File: src/rtl/cipher_pkg.sv
// Shared definitions for the rotate-XOR cipher: FSM states, mode constants, 8-bit rotates.
// The encrypter imports this same package so both ends rotate identically.
package cipher_pkg;

  typedef enum logic [1:0] {
    ST_IDLE   = 2'd0,
    ST_ACTIVE = 2'd1,
    ST_DRAIN  = 2'd2,
    ST_DONE   = 2'd3
  } state_t;

  localparam logic MODE_SIMPLE   = 1'b0;
  localparam logic MODE_IMPROVED = 1'b1;

  // Doubling the byte makes the wrap-around bits fall out of a plain shift.
  function automatic logic [7:0] rol8(input logic [7:0] d, input logic [2:0] s);
    logic [15:0] t;
    t = {d, d} << s;
    return t[15:8];
  endfunction

  function automatic logic [7:0] ror8(input logic [7:0] d, input logic [2:0] s);
    logic [15:0] t;
    t = {d, d} >> s;
    return t[7:0];
  endfunction

endpackage

File: src/rtl/sync_fifo.sv
// Show-ahead synchronous FIFO with full/empty flags, write-while-full when popping, and flush.
module sync_fifo #(
  parameter int WIDTH = 8,
  parameter int DEPTH = 8
) (
  input  logic             clk,
  input  logic             rst_n,
  input  logic             flush,
  input  logic             wr_en,
  input  logic [WIDTH-1:0] wr_data,
  input  logic             rd_en,
  output logic [WIDTH-1:0] rd_data,
  output logic             full,
  output logic             empty
);

  localparam int AW = $clog2(DEPTH);

  logic [WIDTH-1:0] mem [DEPTH];
  logic [AW:0]      wr_ptr;
  logic [AW:0]      rd_ptr;
  logic             do_wr;
  logic             do_rd;

  // Extra pointer bit tells full from empty when the indices coincide.
  assign empty   = (wr_ptr == rd_ptr);
  assign full    = (wr_ptr[AW] != rd_ptr[AW]) && (wr_ptr[AW-1:0] == rd_ptr[AW-1:0]);
  assign do_rd   = rd_en && !empty;
  assign do_wr   = wr_en && (!full || do_rd);
  assign rd_data = mem[rd_ptr[AW-1:0]];

  always_ff @(posedge clk) begin
    if (!rst_n || flush) begin
      wr_ptr <= '0;
      rd_ptr <= '0;
    end else begin
      if (do_wr) wr_ptr <= wr_ptr + (AW+1)'(1);
      if (do_rd) rd_ptr <= rd_ptr + (AW+1)'(1);
    end
  end

  always_ff @(posedge clk) begin
    if (do_wr) mem[wr_ptr[AW-1:0]] <= wr_data;
  end

endmodule

File: src/rtl/xor_decrypter_rx.sv
// Receive-side rotate-XOR decrypter: UART_RX bytes in, plaintext out through a
// show-ahead FIFO with valid/ready, in simple or chained-key mode.
module xor_decrypter_rx
  import cipher_pkg::*;
#(
  parameter int FIFO_DEPTH = 8,
  parameter int CNT_WIDTH  = 16
) (
  input  logic                 i_Clock,
  input  logic                 i_Rst_n,
  input  logic                 i_Enable,
  input  logic [7:0]           i_Key,
  input  logic [2:0]           i_Shift,
  input  logic                 i_Improved_En,
  input  logic                 i_Last_Data,
  input  logic                 i_RX_DV,
  input  logic [7:0]           i_RX_Byte,
  input  logic                 i_Data_Ready,
  output logic                 o_Data_DV,
  output logic [7:0]           o_Data_Byte,
  output logic [CNT_WIDTH-1:0] o_Byte_Count,
  output logic                 o_Overflow,
  output logic                 o_Busy,
  output logic                 o_Complete
);

  state_t               state, next_state;
  logic                 enable_q;
  logic [7:0]           key_q;
  logic [2:0]           shift_q;
  logic                 mode_q;
  logic [CNT_WIDTH-1:0] count;
  logic                 overflow;

  logic       start;
  logic       rx_take;
  logic       pop;
  logic       wr_accept;
  logic       drop;
  logic       flush;
  logic [7:0] plain;
  logic [7:0] fifo_head;
  logic       fifo_full;
  logic       fifo_empty;

  assign start     = i_Enable && !enable_q;
  assign rx_take   = (state == ST_ACTIVE) && i_Enable && i_RX_DV;
  assign pop       = i_Data_Ready && !fifo_empty;
  assign wr_accept = rx_take && (!fifo_full || pop);
  assign drop      = rx_take && fifo_full && !pop;
  assign flush     = ((state == ST_ACTIVE) || (state == ST_DRAIN)) && !i_Enable;
  assign plain     = ror8(i_RX_Byte, shift_q) ^ key_q;

  sync_fifo #(.WIDTH(8), .DEPTH(FIFO_DEPTH)) u_fifo (
    .clk     (i_Clock),
    .rst_n   (i_Rst_n),
    .flush   (flush),
    .wr_en   (wr_accept),
    .wr_data (plain),
    .rd_en   (pop),
    .rd_data (fifo_head),
    .full    (fifo_full),
    .empty   (fifo_empty)
  );

  always_ff @(posedge i_Clock) begin
    if (!i_Rst_n) state <= ST_IDLE;
    else          state <= next_state;
  end

  always_comb begin
    next_state = state;
    unique case (state)
      ST_IDLE:   if (start) next_state = ST_ACTIVE;
      ST_ACTIVE: begin
        if (!i_Enable)                     next_state = ST_IDLE;
        else if (i_RX_DV && i_Last_Data)   next_state = ST_DRAIN;
      end
      ST_DRAIN: begin
        if (!i_Enable)       next_state = ST_IDLE;
        else if (fifo_empty) next_state = ST_DONE;
      end
      ST_DONE:   if (!i_Enable) next_state = ST_IDLE;
      default:   next_state = ST_IDLE;
    endcase
  end

  // Reset loads the live enable so a level held high through reset is not a new session.
  always_ff @(posedge i_Clock) begin
    if (!i_Rst_n) begin
      enable_q <= i_Enable;
      key_q    <= '0;
      shift_q  <= '0;
      mode_q   <= MODE_SIMPLE;
      count    <= '0;
      overflow <= 1'b0;
    end else begin
      enable_q <= i_Enable;
      if (state == ST_IDLE && start) begin
        key_q    <= i_Key;
        shift_q  <= i_Shift;
        mode_q   <= i_Improved_En;
        count    <= '0;
        overflow <= 1'b0;
      end else begin
        if (rx_take && mode_q == MODE_IMPROVED) key_q <= i_RX_Byte;
        if (wr_accept && count != '1)           count <= count + CNT_WIDTH'(1);
        if (drop)                               overflow <= 1'b1;
      end
    end
  end

  assign o_Data_DV    = !fifo_empty;
  assign o_Data_Byte  = fifo_empty ? 8'h00 : fifo_head;
  assign o_Byte_Count = count;
  assign o_Overflow   = overflow;
  assign o_Busy       = (state == ST_ACTIVE) || (state == ST_DRAIN);
  assign o_Complete   = (state == ST_DONE);

endmodule
File: config.mk
export PLATFORM = sky130hd
export DESIGN_NAME = xor_decrypter_rx
export DESIGN_NICKNAME = d
export VERILOG_FILES = /design/src/rtl/cipher_pkg.sv /design/src/rtl/sync_fifo.sv /design/src/rtl/xor_decrypter_rx.sv
export SDC_FILE = /design/constraint.sdc
export NUM_CORES = 1
export LEC_CHECK = 0
export ABC_CLOCK_PERIOD_IN_PS = 6500
export CAP_MARGIN = 20
export CORE_MARGIN = 3
export CORE_UTILIZATION = 61
export DETAILED_ROUTE_END_ITERATION = 7
export PLACE_DENSITY = 0.85
export SLEW_MARGIN = 20
export SYNTH_ARGS = -nofsm -noshare
export SYNTH_HDL_FRONTEND = slang
export SYNTH_HIERARCHICAL = 1
export SYNTH_SLANG_ARGS = --single-unit
File: constraint.sdc
create_clock -name i_Clock -period 6.5 [get_ports i_Clock]
set_input_delay 0.65 -clock i_Clock [delete_from_list [all_inputs] [get_ports i_Clock]]
set_output_delay 0.65 -clock i_Clock [all_outputs]
set_load 0.005 [all_outputs]
Word-level counts from Yosys, hierarchy flattened
Memories as Yosys holds them, arrays and structs flattened. A register that Yosys moved wholly into a read port is not among the register bits.
Cells that the tools add are included.
- input port bits: 26
- output and inout bits: 28
- bits in registers: 40
- memories kept: 1
- bits in writable memories: 64
- word-level logic and storage cells: 70
- shift operators: 1
- bitwise operators: 2
- equality and inequality tests: 11
- reductions and logical operators: 29
- add/sub/neg operators: 3
- muxes and demuxes: 14
- memory list (name ; depth ; width ; read ports ; clocked after memory_dff ; write ports ; line ; text):
    u_fifo.mem ; 8 ; 8 ; 1 ; 1 ; 1 ; sync_fifo.sv:19 ; logic [WIDTH-1:0] mem [DEPTH];
- operator list (kind ; count):
    $mux W8 ; 3
    $add A16 B1 Y16 const B ; 1
    $ne A16 B16 Y1 const B ; 1
    $shr A16 B3 Y8 ; 1
    $logic_and A1 B1 Y1 ; 15
    $mux W2 ; 6
    $add A4 B1 Y4 const B ; 2
    $pmux W2 S4 ; 1
    $xor A8 B8 Y8 ; 1
    $logic_not A1 Y1 ; 6
    $mux W3 ; 2
    $eq A2 B2 Y1 const B ; 2
    $eq A4 B4 Y1 ; 1
    $logic_or A1 B1 Y1 ; 4
    $ne A2 B2 Y1 const B ; 2
    $reduce_and A4 Y1 ; 1
    $eq A3 B3 Y1 ; 1
    $ne A3 B2 Y1 const B ; 1
    $ne A3 B3 Y1 const B ; 1
    $eq A2 B1 Y1 const B ; 1
    $logic_not A2 Y1 ; 1
    $mux W1 ; 2
    $reduce_bool A2 Y1 ; 1
    $reduce_or A2 Y1 ; 1
    other kinds (2) ; 2

Longest topological paths before layout
- word-level depth: 8
- mapped depth: 11
- gate-level depth less buffers: 9

Modules after synthesis
The synthesis kept the hierarchy.
- by module, submodules not included (module ; instances ; cells each ; seq. area each (um2) ; area each (um2)):
    sync_fifo ; 1 ; 168 ; 2142.1 ; 3066.7
    xor_decrypter_rx ; 1 ; 223 ; 640.6 ; 2083.2

Least setup slack after synthesis
Ideal clock, no wire load.
- path kind: register to register
- start: register u_fifo.wr_ptr[0]
- end: memory u_fifo.mem[0][0], enable pin
- arrival time: 2.488 ns
- library setup time: 0.395 ns
- cell stages (with the launch flop): 11
- slack: 3.617 ns
- data required time: 6.105 ns
- buffers on the path: 2
- period minus slack after synthesis: 2.883 ns
- cell sequence: dfxtp_1 > buf_4 > xor2_1 > nor4_1 > nand2b_1 > inv_2 > o21ai_2 > buf_6 > inv_1 > o21ai_1 > nor4_1
- word-level cells in the longest chain between the ends: 8
- elaborated cells between the ends (all ways): 13
- classes of those cells: eq/ne: 2; mux: 2; reduce/logical: 9
- ends and longest elaborated chain (item ; line ; text):
    start: declaration ; sync_fifo.sv:20 ; logic [AW:0] wr_ptr;
    start signal: assignment ; sync_fifo.sv:37 ; if (do_wr) wr_ptr <= wr_ptr + (AW+1)'(1);
    $eq A4 B4 Y1 ; sync_fifo.sv:26 ; assign empty = (wr_ptr == rd_ptr);
    net fifo_empty ; xor_decrypter_rx.sv:44 ; logic fifo_empty;
    $logic_not A1 Y1 ; xor_decrypter_rx.sv:48 ; assign pop = i_Data_Ready && !fifo_empty;
    $logic_and A1 B1 Y1 ; xor_decrypter_rx.sv:48 ;
    net pop ; xor_decrypter_rx.sv:37 ; logic pop;
    $logic_or A1 B1 Y1 ; xor_decrypter_rx.sv:49 ; assign wr_accept = rx_take && (!fifo_full || pop);
    $logic_and A1 B1 Y1 ; xor_decrypter_rx.sv:49 ;
    net wr_accept ; xor_decrypter_rx.sv:38 ; logic wr_accept;
    $logic_and A1 B1 Y1 ; sync_fifo.sv:29 ; assign do_wr = wr_en && (!full || do_rd);
    $mux W1 ; sync_fifo.sv:43 ; if (do_wr) mem[wr_ptr[AW-1:0]] <= wr_data;
    $mux W1 (not written as such) ; sync_fifo.sv:43 ;
    end: declaration ; sync_fifo.sv:19 ;
The timed path passes the listed nets, and every way through them passes these cells.

Final worst setup path
- start: register u_fifo.wr_ptr[1]
- end: memory u_fifo.mem[7][4], enable pin
Same word-level chain as after synthesis.

==> impl_metrics.json <==
{
  "final_util": 0.741,
  "overflow": 0,
  "ys_ff_latch": 107,
  "grt_pass1_vias": 3350,
  "vias": 3421,
  "drt-initial-drc-count": 256,
  "dieArea_mm2": 0.00958,
  "antenna_cells": 0,
  "io_buffers": 53,
  "num_rows": 32,
  "post-cts-setup-buffers": 0,
  "ys_types": 55,
  "avgRoutedWirePerCell_um": 19.1,
  "worst_slew_pin_slew_ps": 1090,
  "ys_top_cells_by_count": "64 x edfxtp_1, 43 x dfxtp_1, 24 x mux4_2, 23 x mux2i_1, 21 x nor2_1",
  "drt-pass1-iter-count": 5,
  "htree_num_levels": 3,
  "cts_inserted_buffers": 9,
  "fp.dieW_um": 97.9,
  "hold_ws_ps": 505,
  "fill_cells": 512,
  "p_leak_nw": 1.88,
  "die_h_um": 97.9,
  "syn2layout_area_growth_pct": 14.7,
  "drc": 0,
  "drive_gt1_frac": 0.155,
  "tns_ps": 0,
  "ys_top_cells_by_area": "edfxtp_1 37%, dfxtp_1 17%, mux4_2 10%",
  "tritoncts": "done",
  "peakVddDrop_uv": 113,
  "async_reset_ff_frac": 0,
  "path_clk_slew_ps": 100,
  "synthesis.area_mm2": 0.00515,
  "drv_cap": 0,
  "required_ps": 6480,
  "outcome": "finished, final reports clean",
  "ctsHoldBuffers": 0,
  "viasPerCell": 6.32,
  "power_density_mw_per_mm2": 220,
  "maxSlewViolCount": 0,
  "synth.top_cell.area_share": 0.373,
  "clock_sinks": 107,
  "rsz0062_at_grt": "no",
  "met1_length_um": 4520,
  "ys.flop_type": "edfxtp_1",
  "routabilityCongestion": 0.864,
  "min_period_ps": 3300,
  "final_hold_viol_count": 0,
  "ys_seq_area_frac": 0.540,
  "synth_edf_count": 64,
  "clk_latency_ps": 360,
  "post_cts_resized": 0,
  "ys.warnings.count": 6,
  "hp-class": "flop to flop",
  "antenna_found_initial": 0,
  "met2_length_um": 5320,
  "syn_nets": 425,
  "routed.top_layer": "met4",
  "dpl.hpwl_um": 7640,
  "setup-violations-final": 0,
  "layout.nets": 468,
  "start_util": 0.646,
  "clockRootBuffer": "clkbuf_8",
  "fin_worst_skew_ps": 18.2,
  "synth.most_common_cell": "edfxtp_1",
  "postSynthAreaPerCell_um2": 13.2,
  "crit_type": "flop to flop",
  "routed_wl_um": 10400,
  "cp-start-kind": "flop",
  "core-area_mm2": 0.00797,
  "timing.fmax_mhz": 303,
  "crit_arrival_ps": 3290,
  "grt_start_max_net_pins": 22,
  "end_kind": "flop",
  "met3WireLength_um": 423,
  "max-clock-path-buffers": 2,
  "synth_area_leader_cell": "edfxtp_1",
  "synthCells": 391,
  "min_period_over_period": 0.508,
  "relSlewSlack": 0.276,
  "io_pins": 54,
  "drtAntennaViolNets": 0,
  "grt_pass1_wl_um": 17100,
  "grt_usage": 0.223,
  "cp_max_fo": 12
}
where the power goes:
| part | leakage [nW] | internal (W) | switching, W |
|---|---|---|---|
| Clock | 0.0999 | 0.000152 | 0.000240 |
| Sequential | 0.925 | 0.000751 | 0.0000113 |
| Combinational | 0.854 | 0.0000619 | 0.0000816 |
sequential cells by signal, indices dropped and copies added, names as in the netlist, named ones only:
| signal | cells |
|---|---|
| mode_q | 1 |
| u_fifo/mem | 64 |
| u_fifo/wr_ptr | 4 |
| state | 2 |
| u_fifo/rd_ptr | 4 |
| o_Overflow | 1 |
| o_Byte_Count | 16 |
| enable_q | 1 |
| key_q | 8 |
| shift_q | 3 |
per-stage QoR:
stage	power (W)	cell area, um^2	std cells	worst slack (ps)
floorplan	0.000865	5150	391	3620
CTS	0.00130	5890	541	2920
global placement	0.000914	5690	525	3040
detailed placement	0.000922	5690	525	2830
finish	0.00130	5910	541	3200
global route	0.00135	5910	541	3000
worst paths after layout:
| check | slack [ps] | cells after the start | start | endpoint |
|---|---|---|---|---|
| setup / recovery | 3200 | 8 | u_fifo/wr_ptr[1]$_SDFFE_PP0P_ | u_fifo/mem[7][4]$_DFFE_PP_ |
| hold / removal | 500 | 2 | mode_q$_SDFFE_PN0P_ | mode_q$_SDFFE_PN0P_ |
| setup reg to reg | 3200 | 8 | u_fifo/wr_ptr[1]$_SDFFE_PP0P_ | u_fifo/mem[7][4]$_DFFE_PP_ |
| hold reg to reg | 500 | 2 | mode_q$_SDFFE_PN0P_ | mode_q$_SDFFE_PN0P_ |
per-layer routing:
layer  global-route usage  vias up
li1                     -     1598
met1                0.305     1706
met2                0.373      107
met3               0.0421       10
met4               0.0532        0
met5                    0        -
logic make-up after synthesis:
family / count (synthesis) / share of synthesized area
buffers and inverters: 37 / 0.0391
multiplexers: 55 / 0.167
AND/OR/NAND/NOR: 99 / 0.107
adder cells (fa/ha/maj): 8 / 0.0194
flip-flops: 107 / 0.540
AO/OA/AOI/OAI: 69 / 0.0969
XOR/XNOR: 16 / 0.0301
final cells by class:
class,instances,area (um^2),area share
Sequential cell,107,2780,0.471
Multi-Input combinational cell,247,2200,0.372
Timing Repair Buffer,56,553,0.0936
Tap cell,102,128,0.0216
Clock buffer,9,124,0.0210
Clock inverter,7,71.3,0.0121
Inverter,13,48.8,0.00826
cells in the final DEF (no fill, tap or decap), types with 8 or more instances in the layout:
| cell type | synthesis | final |
|---|---|---|
| xnor2_1 | 11 | 11 |
| o21ai_0 | 9 | 9 |
| nor2b_1 | 12 | 12 |
| edfxtp_1 | 64 | 64 |
| dfxtp_1 | 43 | 42 |
| clkbuf_8 | 0 | 9 |
| ha_1 | 8 | 8 |
| nor2_1 | 21 | 21 |
| mux2i_1 | 23 | 23 |
| mux4_2 | 24 | 24 |
| o31ai_1 | 9 | 9 |
| clkdlybuf4s50_1 | 0 | 53 |
| or4_1 | 9 | 9 |
| a211oi_1 | 8 | 8 |
| nand2_1 | 12 | 12 |
| inv_1 | 10 | 10 |
| mux2_2 | 8 | 8 |
| a21oi_1 | 20 | 20 |
critical path, stage by stage (launching register included):
cell,delay [ps]
dfxtp_1,620
xor2_1,370
nor4_2,110
nand2b_1,220
inv_2,210
o21ai_2,170
inv_1,230
nand4_1,130
a21oi_1,860
No activity file was read; power rests on OpenSTA's default activity.
